<file path="src/rtl/bcd_game_timer.sv">
// N-digit packed-BCD game timer: counts ticks down to zero or up to a limit.
// Also provides saturating bonus injection, a low-time warning and terminal-count flags.
module bcd_game_timer #(
    parameter int                  DIGITS      = 3,
    parameter logic [4*DIGITS-1:0] LOAD_VALUE  = 12'h120,
    parameter logic [4*DIGITS-1:0] UP_LIMIT    = 12'h999,
    parameter logic [4*DIGITS-1:0] BONUS_VALUE = 12'h015,
    parameter logic [4*DIGITS-1:0] WARN_VALUE  = 12'h010
) (
    input  logic                  clk,
    input  logic                  resetN,
    input  logic                  loadN,
    input  logic                  ena,
    input  logic                  ena_cnt,
    input  logic                  countDownMode,
    input  logic                  bonus_pulse,
    output logic [4*DIGITS-1:0]   count,
    output logic                  tc,
    output logic                  tc_pulse,
    output logic                  warning
);

    localparam int W = 4 * DIGITS;

    function automatic logic [W-1:0] all_nines();
        logic [W-1:0] r;
        r = '0;
        for (int i = 0; i < DIGITS; i++) begin
            r[4*i +: 4] = 4'h9;
        end
        return r;
    endfunction

    localparam logic [W-1:0] ALL_NINES = all_nines();
    localparam logic [W-1:0] ONE       = {{(W-1){1'b0}}, 1'b1};

    // Digit-serial ripple add with decimal adjust; MSB of the result is the carry out.
    function automatic logic [W:0] bcd_add(input logic [W-1:0] a, input logic [W-1:0] b);
        logic [W-1:0] sum;
        logic         carry;
        logic [4:0]   d;
        sum   = '0;
        carry = 1'b0;
        for (int i = 0; i < DIGITS; i++) begin
            d = {1'b0, a[4*i +: 4]} + {1'b0, b[4*i +: 4]} + {4'b0000, carry};
            if (d > 5'd9) begin
                d     = d - 5'd10;
                carry = 1'b1;
            end else begin
                carry = 1'b0;
            end
            sum[4*i +: 4] = d[3:0];
        end
        return {carry, sum};
    endfunction

    // Digit-serial ripple subtract; a negative digit shows up as bit 4 and is
    // pulled back into 0..9 by adding ten. MSB of the result is the borrow out.
    function automatic logic [W:0] bcd_sub(input logic [W-1:0] a, input logic [W-1:0] b);
        logic [W-1:0] diff;
        logic         borrow;
        logic [4:0]   d;
        diff   = '0;
        borrow = 1'b0;
        for (int i = 0; i < DIGITS; i++) begin
            d = {1'b0, a[4*i +: 4]} - {1'b0, b[4*i +: 4]} - {4'b0000, borrow};
            if (d[4]) begin
                d      = d + 5'd10;
                borrow = 1'b1;
            end else begin
                borrow = 1'b0;
            end
            diff[4*i +: 4] = d[3:0];
        end
        return {borrow, diff};
    endfunction

    function automatic logic is_terminal(input logic [W-1:0] value, input logic down);
        return down ? (value == '0) : (value >= UP_LIMIT);
    endfunction

    logic [W:0]   bonus_add;
    logic [W:0]   bonus_sub;
    logic [W:0]   tick_inc;
    logic [W:0]   tick_dec;
    logic [W-1:0] next_count;
    logic         stepped;

    assign bonus_add = bcd_add(count, BONUS_VALUE);
    assign bonus_sub = bcd_sub(count, BONUS_VALUE);
    assign tick_inc  = bcd_add(count, ONE);
    assign tick_dec  = bcd_sub(count, ONE);

    assign tc      = is_terminal(count, countDownMode);
    assign warning = countDownMode && (count != '0) && (count <= WARN_VALUE);

    // NOTE: defaults first so every path assigns both outputs and no latch is inferred.
    always_comb begin
        next_count = count;
        stepped    = 1'b0;
        if (!loadN) begin
            next_count = LOAD_VALUE;
        end else if (ena && !tc) begin
            if (bonus_pulse) begin
                stepped = 1'b1;
                if (countDownMode) begin
                    next_count = bonus_add[W] ? ALL_NINES : bonus_add[W-1:0];
                end else begin
                    next_count = bonus_sub[W] ? '0 : bonus_sub[W-1:0];
                end
            end else if (ena_cnt) begin
                stepped = 1'b1;
                if (countDownMode) begin
                    next_count = tick_dec[W] ? '0 : tick_dec[W-1:0];
                end else begin
                    next_count = tick_inc[W] ? ALL_NINES : tick_inc[W-1:0];
                end
            end
        end
    end

    // NOTE: non-blocking assignments keep every register updating from pre-edge values.
    always_ff @(posedge clk or negedge resetN) begin
        if (!resetN) begin
            count    <= LOAD_VALUE;
            tc_pulse <= 1'b0;
        end else begin
            count    <= next_count;
            tc_pulse <= stepped && is_terminal(next_count, countDownMode);
        end
    end

endmodule

</file>
<file path="config.mk">
export PLATFORM = sky130hd
export DESIGN_NAME = bcd_game_timer
export DESIGN_NICKNAME = d
export VERILOG_FILES = /design/src/rtl/bcd_game_timer.sv
export SDC_FILE = /design/constraint.sdc
export NUM_CORES = 1
export LEC_CHECK = 0
export ABC_AREA = 1
export CAP_MARGIN = 10
export CELL_PAD_IN_SITES_DETAIL_PLACEMENT = 2
export CELL_PAD_IN_SITES_GLOBAL_PLACEMENT = 2
export CORE_ASPECT_RATIO = 1.4
export CORE_MARGIN = 2
export CORE_UTILIZATION = 32
export CTS_BUF_LIST = sky130_fd_sc_hd__clkbuf_4 sky130_fd_sc_hd__clkbuf_8 sky130_fd_sc_hd__clkbuf_16
export DETAILED_ROUTE_END_ITERATION = 8
export GPL_ROUTABILITY_DRIVEN = 1
export PLACE_DENSITY_LB_ADDON = 0.1
export SLEW_MARGIN = 0
export SYNTH_ARGS = -nofsm -noshare
export SYNTH_HDL_FRONTEND = slang
export SYNTH_SLANG_ARGS = --single-unit
</file>
<file path="constraint.sdc">
create_clock -name clk -period 5.8 [get_ports clk]
set_clock_uncertainty 0.05 [all_clocks]
set_input_delay 0.87 -clock clk [delete_from_list [all_inputs] [get_ports clk]]
set_output_delay 0.87 -clock clk [all_outputs]
set_load 0.1 [all_outputs]
</file>
==> impl_metrics.toml <==
[setup_path]
r2r-end = "tc_pulse$_DFF_PN0_"
critical_path.max_stage_delay_ns = 0.45
start_kind = "register"
endpoint_kind = "register"
path_max_fanout = 8
r2r-start = "count[1]$_DFF_PN0_"
cp_common_cell = "nand2_1"
critPathKind = "register to register"
slowest_stage = "dfrtp_2"
r2r_cells = 35
rrSetupSlack_ns = 0.50
worstPathRequired_ns = 5.93
crit_arrival_ns = 5.43

[synthesis]
ys_seq_area_frac = 0.118
yosys.area.top_type = "nand2_1"
syn_nets = 503
synth_area_um2 = 2790
yosysWarningCount = 0
netlist_instances = 465
yosys-top-cells-area = "nand2_1 19%, ha_1 14%, nand3_1 11%"
synth_cell_types = 40
synth-seq-cells = 13
avgSynthCellArea_um2 = 5.99
synth_top_area_share = 0.191

[clock_tree]
tritoncts = "yes"
clk_pin_slew_ns = 0.05
numCtsBuffers = 3
root_buffer = "clkbuf_16"
clock_latency_ns = 0.25
cts_max_level = 1
cts_sinks = 13
cts.path.max_buffers = 2

[placement]
portBuffers = 21
routabilityCongestion = 0.862
placed_cell_area_um2 = 3050
place_ws_ns = 0.467
hpwlAfterDp_mm = 9.77

[sta]
fmax_ghz = 0.189
drv_slew = 0
relSlewSlack = 0.187
hold_viol_final = 0
setup-tns-final_ns = 0
finalCritPeriodShare = 0.913
finalWorstSetupSlack_ns = 0.502
worst-slew-pin-transition_ns = 1.21
setup_viol_count_final = 0
min_period_ns = 5.30
rsz0062_at_grt = "false"

[power_and_ir_drop]
power.switching_fraction = 0.540
p_comb_frac = 0.625
power_switching_w = 0.000393
power_w = 0.000727
p_leak_nw = 1.74
p_int_w = 0.000335
p_clk_frac = 0.196
ir_drop_mv = 0.105
seq_power_share = 0.179
p_per_area_nw_per_um2 = 232

[cells_and_area]
final_nets = 520
antenna_cells = 0
n_fill_cell = 1118
syn2layout_area_growth_pct = 12.4
layout_common_cells = "142 x nand2_1, 66 x inv_1, 62 x nand3_1"
drive_above_1_share = 0.119
final_common_cell = "nand2_1"
design_area_um2 = 3130

[global_route]
grt_pass1_vias = 3460
grt_max_degree = 19
grt_util_all_layers = 0.256
antenna_found_initial = 0
grt_overflow_total = 0
grt_pass1_wl_mm = 18.9

[floorplan]
core.rowCount = 40
io-pin-count = 22
die_w_um = 82.8
dieArea_um2 = 9480
start_util = 0.327
die_y_um = 114
core_area_um2 = 8510

[hold_path]
hold_path.class = "register to register"
holdPathStages = 3
hp-start = "count[0]$_DFF_PN0_"
worstHoldEndpoint = "count[0]$_DFF_PN0_"

[run]
max_cap_violations = 0

[routing]
routedWlPerCell_um = 20.5
vias = 3184
ant_nets = 0
drt_iter0_drc = 111
highest_layer = "met4"
met1Wirelength_mm = 4.89
met3WireLength_um = 203
drcViolationCount = 0
vias_per_cell = 5.43
dr.pass1.iters = 4
wl_mm = 12.0
wl_met2_mm = 6.64

[run_status]
status = "finished clean"
sequential cells by signal, summed over array words and instances (netlist names):
register,cells
count,12
tc_pulse,1
synth_stat cells, drive strengths merged:
cell       n
or2        4
a21boi     2
nor2      25
buf       11
o21ai     26
nand4      9
o2111ai    1
a31oi      4
nand3     71
nand3b     4
o21bai     2
dfstp      2
clkbuf     1
nand2    154
inv       76
and2       3
nor3       4
a21oi     15
o211ai     3
dfrtp     11
ha        31
xor2       5
o21a       1
timing repair:
| action | 4_1_cts | 5_1_grt |
|---|---|---|
| hold buffers | 0 | 0 |
| setup buffers | 0 | 0 |
| resized for setup | 0 | 1 |
| setup endpoints to repair | 0 | 1 |
worst max-delay path: cells and delay by family, from the launching register on:
kind	cells	cell delay [ns]
DFF	1	0.45
and+or+nand+nor	21	2.30
AOI/OAI and AO/OA	1	0.15
adders and majority gates	6	1.45
buffers and inverters	7	0.83
routing by layer:
layer,global-route usage,up-vias
met3,0.0159,18
met1,0.285,1585
met4,0.0645,0
met2,0.519,49
li1,-,1532
met5,0,-
cell families after synthesis:
family | share of synthesized area
adder cells (fa/ha/maj) | 0.139
flip-flops | 0.118
AND/OR/NAND/NOR | 0.475
buffers and inverters | 0.139
AO/OA/AOI/OAI | 0.113
XOR/XNOR | 0.0157
through the flow:
step	utilization	hold WS, ns	cells
2_1_floorplan	-	0.524	465
3_3_place_gp	0.358	0.676	582
3_5_place_dp	0.358	0.687	582
4_1_cts	0.368	0.703	586
5_1_grt	0.368	0.759	586
6_report	0.368	0.704	586
power by group through the flow:
stage	clock network [W]	registers, W	logic (W)
after floorplan	0	0.000178	0.000273
after global placement	0	0.000131	0.000438
after detailed placement	0	0.000131	0.000454
after CTS	0.000145	0.000130	0.000458
after global routing	0.000148	0.000133	0.000503
final	0.000143	0.000130	0.000455
cell type report:
cell class                 count  area, µm²  share of cell area
multi-input combinational    364       2070               0.661
timing repair buffer          24        228              0.0727
clock buffer                   4       82.6              0.0264
tap                          105        131              0.0420
sequential                    13        329               0.105
inverter                      76        290              0.0927
worst max-delay path by stage:
stage                                  start                  to  slack, ns  depth (start not counted)
after CTS                 count[1]$_DFF_PN0_  tc_pulse$_DFF_PN0_       0.43                         35
final                     count[1]$_DFF_PN0_  tc_pulse$_DFF_PN0_       0.50                         35
after global placement    count[1]$_DFF_PN0_  tc_pulse$_DFF_PN0_       0.69                         35
after floorplan           count[0]$_DFF_PN0_  tc_pulse$_DFF_PN0_       0.69                         33
after detailed placement  count[1]$_DFF_PN0_  tc_pulse$_DFF_PN0_       0.47                         35
after global routing      count[1]$_DFF_PN0_  tc_pulse$_DFF_PN0_       0.03                         35
(Power assumes the default switching activity.)
